### src/rtl/hazard_unit.sv
// ----------------------------------------------------------------------------
// hazard_unit
// Pipeline hazard detection for a 5-stage MIPS-style core. Detects load-use
// and branch/jr source hazards against the EX and MEM stages. It stalls the
// front end (bubble into ID/EX, PC and IF/ID held), flushes IF/ID on a taken
// branch or jump, and freezes the whole pipe while data memory is busy. It
// also counts stall cycles.
//
// Ports
//   clk, rst           : rising-edge clock, synchronous active-high reset
//   rs_ID, rt_ID       : source fields of the instruction in ID
//   branch_ID          : ID holds a conditional branch
//   jregister_ID       : ID holds jr
//   take_ID            : branch/jump in ID resolves taken this cycle
//   memtoreg_EX        : EX instruction is a load
//   regwrite_EX        : EX instruction writes the register file
//   writereg_EX        : EX destination register
//   memtoreg_MEM       : MEM instruction is a load
//   writereg_MEM       : MEM destination register
//   dmem_wait          : data memory not ready, freeze the whole pipe
//   stall_HD           : bubble select for the ID/EX control mux
//   pc_write           : PC register enable
//   ifid_write         : IF/ID register enable
//   ifid_flush         : clear IF/ID to a nop
//   pipe_freeze        : hold ID/EX, EX/MEM and MEM/WB
//   stall_cycles       : saturating count of cycles with stall_HD=1
//
// All outputs except stall_cycles are combinational (Mealy) decodes of the
// current state and inputs, because the stall must act in the cycle the
// hazard is seen.
// ----------------------------------------------------------------------------
module hazard_unit (
  input  logic        clk,
  input  logic        rst,
  input  logic [4:0]  rs_ID,
  input  logic [4:0]  rt_ID,
  input  logic        branch_ID,
  input  logic        jregister_ID,
  input  logic        take_ID,
  input  logic        memtoreg_EX,
  input  logic        regwrite_EX,
  input  logic [4:0]  writereg_EX,
  input  logic        memtoreg_MEM,
  input  logic [4:0]  writereg_MEM,
  input  logic        dmem_wait,
  output logic        stall_HD,
  output logic        pc_write,
  output logic        ifid_write,
  output logic        ifid_flush,
  output logic        pipe_freeze,
  output logic [15:0] stall_cycles
);

  localparam int unsigned CNT_W = 16;
  localparam logic [CNT_W-1:0] CNT_MAX = '1;

  typedef enum logic {
    RUN  = 1'b0,
    HOLD = 1'b1
  } state_e;

  state_e           state_q, state_d, state_eval;
  logic [CNT_W-1:0] cnt_q, cnt_d;

  // Register 0 never creates a dependency.
  function automatic logic reg_match(input logic [4:0] dst, input logic [4:0] src);
    return (dst != 5'd0) && (dst == src);
  endfunction

  logic ex_rs, ex_rt, mem_rs, mem_rt;
  logic h_lu, br_src_ex, br_src_mem;
  logic need2, need1;

  // Hazard classification.
  always_comb begin
    ex_rs      = reg_match(writereg_EX, rs_ID);
    ex_rt      = reg_match(writereg_EX, rt_ID);
    mem_rs     = reg_match(writereg_MEM, rs_ID);
    mem_rt     = reg_match(writereg_MEM, rt_ID);
    h_lu       = memtoreg_EX & (ex_rs | ex_rt);
    br_src_ex  = (branch_ID & (ex_rs | ex_rt)) | (jregister_ID & ex_rs);
    br_src_mem = (branch_ID & (mem_rs | mem_rt)) | (jregister_ID & mem_rs);
    // Branch on a load in EX needs the value out of MEM: two bubbles.
    need2      = br_src_ex & memtoreg_EX;
    need1      = h_lu
               | (br_src_ex & regwrite_EX & ~memtoreg_EX)
               | (br_src_mem & memtoreg_MEM);
  end

  // Next state and Mealy outputs; reset forces RUN evaluation.
  always_comb begin
    stall_HD    = 1'b0;
    pc_write    = 1'b1;
    ifid_write  = 1'b1;
    ifid_flush  = 1'b0;
    pipe_freeze = 1'b0;
    state_eval  = rst ? RUN : state_q;
    state_d     = state_eval;

    if (dmem_wait) begin
      // Full freeze: state held so a pending HOLD resumes afterwards.
      pipe_freeze = 1'b1;
      pc_write    = 1'b0;
      ifid_write  = 1'b0;
    end else if (state_eval == HOLD) begin
      stall_HD    = 1'b1;
      pc_write    = 1'b0;
      ifid_write  = 1'b0;
      state_d     = RUN;
    end else if (need2 || need1) begin
      stall_HD    = 1'b1;
      pc_write    = 1'b0;
      ifid_write  = 1'b0;
      state_d     = need2 ? HOLD : RUN;
    end else begin
      ifid_flush  = take_ID;
    end
  end

  // Saturating stall counter.
  always_comb begin
    cnt_d = cnt_q;
    if (stall_HD && (cnt_q != CNT_MAX)) begin
      cnt_d = cnt_q + CNT_W'(1);
    end
  end

  always_ff @(posedge clk) begin
    if (rst) begin
      state_q <= RUN;
      cnt_q   <= '0;
    end else begin
      state_q <= state_d;
      cnt_q   <= cnt_d;
    end
  end

  assign stall_cycles = cnt_q;

endmodule

### config.mk
export PLATFORM = sky130hd
export DESIGN_NAME = hazard_unit
export DESIGN_NICKNAME = d
export VERILOG_FILES = /design/src/rtl/hazard_unit.sv
export SDC_FILE = /design/constraint.sdc
export NUM_CORES = 1
export LEC_CHECK = 0
export CORE_MARGIN = 4
export CORE_UTILIZATION = 45
export DETAILED_ROUTE_END_ITERATION = 12
export GPL_ROUTABILITY_DRIVEN = 0
export GPL_TIMING_DRIVEN = 0
export PLACE_DENSITY = 0.93
export SYNTH_ARGS = -nofsm -noshare
export SYNTH_HDL_FRONTEND = slang
export SYNTH_SLANG_ARGS = --single-unit
### constraint.sdc
create_clock -name clk -period 4.3 [get_ports clk]
set_clock_uncertainty 0.05 [all_clocks]
set_input_delay 0.43 -clock clk [delete_from_list [all_inputs] [get_ports clk]]
set_output_delay 0.43 -clock clk [all_outputs]
set_load 0.005 [all_outputs]
==> results.yml, run 1 <==
outcome:
  status: "complete, no violations"
layout:
  diodes: 0
  layout-drive-gt1-share_pct: 9.184
  area_growth_pct: 46.79
  layout.cells.non_filler: 226
  finalNetCount: 227
  fill_cells: 198
setup_path:
  rr_startpoint: "stall_cycles[3]"
  cp-end-kind: "output pin"
  cp_max_fo: 4
  cp_data_arrival_time_ps: 3110
  rrSetupSlack_ps: 1750
  startpoint: "writereg_EX[1]"
  crit_type: "in2out"
  critical_path_required_ps: 3820
  crit_path_start_kind: "primary input"
synth:
  netlist_area_um2: 1187
  syn_avg_cell_area_um2: 8.303
  synth_area_leaders: "dfxtp_1, xor2_1, xnor2_1"
  syn_nets: 173
  ys_seq_elements: 17
  ys_seq_area_share_pct: 28.66
  yosysTopAreaCellShare_pct: 28.66
  synth.largest_area_cell: "dfxtp_1"
  yosys_warnings: 0
  synthDistinctLibCells: 39
  synthCells: 143
drt:
  vias: 1319
  wl_per_cell_um: 15.01
  wl_um: 3392
  ant_nets: 0
  drc: 0
  initialDrtViolationCount: 46
  drt-pass1-iter-count: 4
  via_per_inst: 5.836
global_route:
  grt_usage_pct: 20.22
  grt_overflow: 0
  grt_pass1_wl_um: 5520
  antenna_found_initial: 0
  grt_pass1_vias: 1266
  grt_max_degree: 11
die:
  coreArea_um2: 2500
  die_w_um: 59.37
  dieArea_um2: 3524
  std_cell_rows: 18
  initial_core_util_pct: 47.50
  num_io_pins: 50
  die_h_um: 59.37
clocking:
  cts_root_buf: "clkbuf_4"
  h-tree-depth: 1
  worstSkewPairLatency_ps: 300
  cts.path.max_buffers: 2
  cts_resized: 0
  cts_tree: "yes"
  ctsHoldBuffers: 0
  post_cts.repair.setup_buffers: 0
  numCtsBuffers: 3
  clk_pin_slew_worst_paths_ps: 100
  cts_num_sinks: 17
pwr:
  worst_ir_drop_vdd_v: 0.0002471
  power.density_nw_per_um2: 186.6
  power_w: 0.0003252
  leakagePower_nw: 0.5862
worst_hold_path:
  hp-start: "state_q"
  worstHoldPathType: "reg2reg"
sta:
  period_needed_ps: 3587
  setup_slack_ps: 712.7
  max_freq_mhz: 278.8
  worst_pin_slew_ps: 486.8
  setup_viol: 0
  maxSlewHeadroom_pct: 67.25
  slew_viol_final: 0
  tns_ps: 0
  hold_viol: 0
  rsz0062_at_grt: "no"
  finalCritPeriodShare_pct: 83.43
place:
  placed_cells: 222
  io_buffers: 49
  hpwl_um: 2803
  pre_cts_ws_ps: 703.4
run:
  cap_viol_max_count: 0
report_power, final:
| group | internal (W) | switching [W] |
|---|---|---|
| logic | 0.0000462 | 0.0000340 |
| clock network | 0.0000347 | 0.0000518 |
| registers | 0.000158 | 0.000000584 |
synth_stat cells:
cell type   n
or4_4       1
a221oi_4    1
o22ai_1     1
or4b_1      1
o21ai_2     1
or4_1       6
a32oi_1     1
or3_1       4
nor2b_1     5
o41ai_1     1
o21ai_0     3
a22oi_1     1
or2_2       1
and2_1      1
or4b_2      2
nor4b_1     1
nand3_1     7
xor2_1     13
clkbuf_1    3
a41oi_1     1
dfxtp_1    17
xnor2_1     9
mux2i_1     1
ha_1        1
buf_4       2
mux2_2      4
nand4_1     1
o221ai_1    1
o31ai_1     4
nor3_1      5
a21oi_1    11
nor4_1      4
inv_1       2
nand2b_1    1
buf_2       2
o211ai_1    1
nor2_1     13
nand2_1     8
mux2_1      1
through the flow:
step | area (um2) | utilization (%) | hold WS [ps]
2_1_floorplan | 1187 | - | 394.3
4_1_cts | 1743 | 69.72 | 437.4
3_3_place_gp | 1715 | 68.62 | 407.3
6_report | 1743 | 69.72 | 437.2
5_1_grt | 1743 | 69.72 | 478.3
3_5_place_dp | 1715 | 68.62 | 423.9
worst paths after layout:
| check | end | depth (start not counted) |
|---|---|---|
| setup / recovery | ifid_flush | 8 |
| hold / removal | state_q | 2 |
| setup reg to reg | stall_cycles[1] | 8 |
| hold reg to reg | state_q | 2 |
per-layer routing:
layer	wire length [um]	up-vias	GRT usage, %	part of all wire (%)
met5	0	-	0	0
met4	63	0	4.531	1.9
met1	1258	626	22.55	37
li1	-	636	-	-
met2	1881	51	38.22	55
met3	188	6	4.575	5.5
state kept, by name, summed over array words and instances, names as in the netlist:
name	count
stall_cycles	16
state_q	1
critical path: stages:
cell and delay, ps:
clkdlybuf4s50_1 490, or4_1 590, nor2_1 330, or4_4 220
a221oi_4 70, nor3_1 310, and2_1 170, clkdlybuf4s50_1 490
final cells by class:
cell class / instances / area (um2) / share of cell area (%)
plain buffers: 7 / 36.28 / 2.082
clock buffers: 3 / 22.52 / 1.292
clock inverters: 1 / 5.005 / 0.2872
inverters: 2 / 7.507 / 0.4307
multi-input cells: 117 / 803.3 / 46.09
flip-flops and latches: 17 / 340.3 / 19.53
well taps: 30 / 37.54 / 2.154
repair buffers: 49 / 490.5 / 28.14
placed cells by master (no fill, tap or decap), types with 2 or more instances in the layout:
cell and n:
nor4_1 4, buf_4 2, buf_2 2, inv_1 2, or4_1 6, nand3_1 7, clkbuf_1 3, mux2_2 4
a21oi_1 11, xor2_1 13, or4b_2 2, clkdlybuf4s50_1 49, nand2_1 8, clkbuf_4 3, nor2_1 13, or3_1 4
o21ai_0 3, dfxtp_1 17, nor3_1 5, o31ai_1 4, nor2b_1 5, xnor2_1 9
cells by family (layout without fill, tap and decap cells):
family,Yosys count,count (layout),share of synthesized area (%)
AO/OA/AOI/OAI,27,27,16.12
AND/OR/NAND/NOR,61,61,28.66
multiplexers,6,6,5.585
flip-flops,17,17,28.66
adder cells (fa/ha/maj),1,1,1.054
XOR/XNOR,22,22,16.23
buffers and inverters,9,62,3.688
No activity file was read; power rests on OpenSTA's default activity.
==> run 2, diff against run 1 <==
CORE_UTILIZATION = 38   (was 45)
PLACE_DENSITY = 0.85   (was 0.93)
clock period = 3.06 ns   (was 4.3 ns; I/O delays follow)
==> run 2 against run 1 <==
Net effect: setup slack got worse by 620 ps; critical path depth unchanged; total power increased by 42%; non-clock buffer count increased by 4; largest power group unchanged; largest cell class unchanged; sequential power increased by 41%.
==> results.yml, run 2 (synthesis results as in run 1) <==
drt:
  ant_nets: 0
  drt-pass1-iter-count: 4
  via_per_inst: 5.176
  wl_per_cell_um: 13.30
  wl_um: 3246
  initialDrtViolationCount: 45
  vias: 1263
  drc: 0
layout:
  layout.cells.non_filler: 244
  multi_input_area_um2: 819.5
  fill_cells: 268
  finalNetCount: 231
  seqCellArea_um2: 340.3
  layout-drive-gt1-share_pct: 12.00
  area_growth_pct: 53.21
  final_common_cell: "clkdlybuf4s50_1"
  largest_register_ffs: 16
  layout_common_cells: "clkdlybuf4s50_1, dfxtp_1, xor2_1"
  diodes: 0
global_route:
  grt_pass1_vias: 1239
  grt_overflow: 0
  antenna_found_initial: 0
  grt_max_degree: 11
  grt_usage_pct: 16.68
  grt_pass1_wl_um: 5464
clocking:
  cts_tree: "yes"
  cts_root_buf: "clkbuf_4"
  cts_num_sinks: 17
  clk_pin_slew_worst_paths_ps: 100
  numCtsBuffers: 3
  worstSkewPairLatency_ps: 300
  h-tree-depth: 1
  cts.path.max_buffers: 2
pwr:
  leakagePower_nw: 0.6614
  power_w: 0.0004623
  worst_ir_drop_vdd_v: 0.0001699
  power.density_nw_per_um2: 254.1
die:
  die_w_um: 63.90
  coreArea_um2: 3028
  initial_core_util_pct: 39.21
  num_io_pins: 50
  std_cell_rows: 20
  dieArea_um2: 4083
  die_h_um: 63.90
place:
  io_buffers: 49
  placed_cells: 236
  hpwl_um: 2571
sta:
  period_needed_ps: 2965
  slew_viol_final: 0
  setup_viol: 0
  maxSlewHeadroom_pct: 68.28
  rsz0062_at_grt: "no"
  hold_viol: 0
  worst_pin_slew_ps: 475.7
  finalCritPeriodShare_pct: 96.89
  max_freq_mhz: 337.3
setup_path:
  crit_type: "in2out"
  cp_max_fo: 3
  cp_data_arrival_time_ps: 2610
  critical_path_required_ps: 2700
  crit_path_start_kind: "primary input"
  cp-end-kind: "output pin"
  ff2ff_path_depth: 8
outcome:
  status: "complete, no violations"
worst_hold_path:
  worstHoldPathType: "reg2reg"
  hold_depth: 2
run:
  cap_viol_max_count: 0
## run 2: cell types whose count changed in the layout (fill, tap and decap cells not counted)
cell,previous run,this run
dlymetal6s2s_1,0,6
clkinv_2,1,0
nor3_1,5,4
or4_1,6,5
or4_4,1,2
nor3_2,0,1
clkbuf_1,3,4
nor2_4,0,1
buf_4,2,6
dlygate4sd2_1,0,1
nor2_1,13,12
clkdlybuf4s50_1,49,42
## run 2: timing repair
item                                    in CTS  in global routing
hold buffers                                 0                  0
endpoints found under the setup margin       4                  7
pin swaps                                    2                  4
resized for setup                            4                  7
buffers inserted                             1                  3
## run 2: power by group
part           switching [W]  total, W  internal, W
registers        0.000000790  0.000223     0.000222
logic              0.0000487  0.000116    0.0000675
clock network      0.0000726  0.000123    0.0000508
total               0.000122  0.000462     0.000340
## run 2: cell type report
class	count	share of cell area, %
inverters	2	0.4127
clock buffers	4	1.444
flip-flops and latches	17	18.71
well taps	44	3.026
repair buffers	53	29.37
multi-input cells	117	45.05
plain buffers	7	1.995
## run 2: stage by stage
step           instance area (um2)  setup slack [ps]  hold WS (ps)  util, %  setup TNS (ps)
2_1_floorplan                 1187             595.1         394.3        -               0
3_3_place_gp                  1733            -181.1         410.1    57.23          -676.0
3_5_place_dp                  1733            -206.4         436.2    57.23           -1117
4_1_cts                       1778             2.271         451.9    58.72               0
5_1_grt                       1819             14.98         502.9    60.08               0
6_report                      1819             95.11         452.9    60.08               0
## run 2: worst paths after layout
path                                 startpoint              end  slack [ps]
worst max-delay path             writereg_EX[1]       ifid_flush         100
worst min-delay path                    state_q          state_q         450
worst max register to register  stall_cycles[3]  stall_cycles[1]         650
worst min register to register          state_q          state_q         450
## run 2: routing by layer
layer | up-vias | global-route usage, % | share of wire (%)
met3 | 4 | 4.042 | 3.9
met5 | - | 0 | 0
met4 | 0 | 4.043 | 1.0
met2 | 26 | 29.94 | 51
met1 | 590 | 19.68 | 44
li1 | 643 | - | -
## run 2: worst max-delay path, cell delays in order
cell	delay (ps)
clkdlybuf4s50_1	550
or4_4	180
nor2_4	40
or4_4	540
a221oi_4	280
nor3_2	100
and2_1	170
clkdlybuf4s50_1	440
==> run 3, diff against run 2 <==
--- a/constraint.sdc
+++ b/constraint.sdc
@@ -4,2 +4,2 @@
 set_output_delay 0.306 -clock clk [all_outputs]
-set_load 0.005 [all_outputs]
+set_load 0.02 [all_outputs]
==> run 3 against run 2 <==
Net effect: total power increased by 0.37%; hold slack got worse by 3.1 ps; sequential share of layout area increased by 0.30 points; die area unchanged; wire length decreased by 2.0%; setup slack improved by 1.3 ps; global-route usage increased by 0.073 points; utilization decreased by 0.95 points; critical endpoint unchanged; largest power group unchanged.
==> results.yml, run 3 (synthesis results as in run 1) <==
global_route:
  grt_usage_pct: 16.75
  antenna_found_initial: 0
  grt_overflow: 0
  grt_max_degree: 11
  grt_pass1_vias: 1244
  grt_pass1_wl_um: 5492
clocking:
  numCtsBuffers: 3
  clk_pin_slew_worst_paths_ps: 100
  cts_num_sinks: 17
  h-tree-depth: 1
  cts_root_buf: "clkbuf_4"
  cts.path.max_buffers: 2
  worstSkewPairLatency_ps: 290
  cts_tree: "yes"
pwr:
  power.density_nw_per_um2: 259.2
  p_sw_w: 0.0001262
  internal-power_w: 0.0003378
  p_seq_share_pct: 48.0
  clkPwrFrac_pct: 26.5
  power_w: 0.0004640
  worst_ir_drop_vdd_v: 0.0001699
  p_sw_share_pct: 27.20
  leakagePower_nw: 0.6313
  pwr-share-comb_pct: 25.5
outcome:
  status: "complete, no violations"
drt:
  ant_nets: 0
  via_per_inst: 5.194
  wl_um: 3182
  initialDrtViolationCount: 42
  drt-pass1-iter-count: 4
  wl_per_cell_um: 13.15
  vias: 1257
  drc: 0
die:
  std_cell_rows: 20
  num_io_pins: 50
  initial_core_util_pct: 39.21
  coreArea_um2: 3028
  die_w_um: 63.90
  dieArea_um2: 4083
  die_h_um: 63.90
sta:
  max_freq_mhz: 337.4
  worst_pin_slew_ps: 473.2
  maxSlewHeadroom_pct: 68.45
  slew_viol_final: 0
  setup_slack_ps: 96.45
  setup_viol: 0
  hold_viol: 0
  period_needed_ps: 2964
  finalCritPeriodShare_pct: 96.85
place:
  io_buffers: 49
  pre_cts_ws_ps: -308.9
  hpwl_um: 2571
worst_hold_path:
  worstHoldPathType: "reg2reg"
setup_path:
  critical_path_required_ps: 2700
  crit_path_start_kind: "primary input"
  cp_max_fo: 4
  rrSetupSlack_ps: 650
  cp-end-kind: "output pin"
  critical-path-max-stage-delay_ps: 550
  crit_chain: "clkdlybuf4s50_1 -> xnor2_1 -> nand3_1 -> or4_4 -> a221oi_4 -> nor3_2 -> and2_1 -> dlygate4sd2_1"
  crit_type: "in2out"
  cp_slowest_cell: "or4_4"
  cp_data_arrival_time_ps: 2610
layout:
  fill_cells: 268
  layout-drive-gt1-share_pct: 10.61
  finalNetCount: 229
  layout_common_cells: "clkdlybuf4s50_1, dfxtp_1, xor2_1"
  largest_register_ffs: 16
  multi_input_area_um2: 815.8
  final_common_cell: "clkdlybuf4s50_1"
  diodes: 0
  area_growth_pct: 50.79
  seqCellArea_um2: 340.3
run:
  cap_viol_max_count: 0
==> run 3: cell types whose count changed in the layout (fill, tap and decap cells not counted), sizes merged <==
cell	before	now
dlymetal6s2s	6	3
buf	8	6
dlygate4sd2	1	3
clkdlybuf4s50	42	43
==> run 3: worst paths after layout <==
path	start	to	cells after the start
max reg2reg	stall_cycles[3]	stall_cycles[1]	8
min reg2reg	state_q	state_q	2
max	writereg_EX[2]	ifid_flush	8
min	state_q	state_q	2
==> run 3: critical path, delay by kind of cell <==
kind	cells	cell delay (ps)
simple gates	4	960
compound gates	1	350
xor+xnor	1	140
buf+inv	2	850
==> run 3: power groups by stage <==
stage                     logic (W)  registers, W  clock network [W]
after floorplan           0.0000509      0.000228                  0
after global placement     0.000115      0.000228                  0
after detailed placement   0.000117      0.000228                  0
after CTS                  0.000117      0.000223           0.000126
after global routing       0.000129      0.000223           0.000137
final                      0.000118      0.000223           0.000123
==> run 3: through the flow <==
stage                     setup TNS [ps]  area (um2)  utilization (%)  hold WS (ps)  cells
after floorplan                        0        1187                -         394.3    143
after global placement             -1046        1733            57.23         410.1    236
after detailed placement           -1526        1733            57.23         436.2    236
after CTS                              0        1768            58.39         451.9    240
after global routing              -19.71        1790            59.13         502.9    242
final                                  0        1790            59.13         449.8    242
==> run 3: routing by layer <==
metal  wire, um  global-route usage (%)
met1       1371                   19.68
met2       1629                   30.19
met3        146                   4.042
met4         34                   4.043
met5          0                       0
==> run 3: what timing repair did <==
| item | 4_1_cts | 5_1_grt |
|---|---|---|
| setup buffers | 0 | 2 |
| hold buffers | 0 | 0 |
| pin swaps | 0 | 2 |
| setup endpoints to repair | 4 | 5 |
| gates resized for setup | 6 | 3 |
| gates cloned | 0 | 0 |
==> run 3: area by class of cell <==
class / instances / share of cell area, %
multi-input combinational: 117 / 45.56
timing repair buffer: 51 / 28.44
sequential: 17 / 19.01
tap: 44 / 3.075
buffer: 7 / 2.027
clock buffer: 4 / 1.468
inverter: 2 / 0.4193
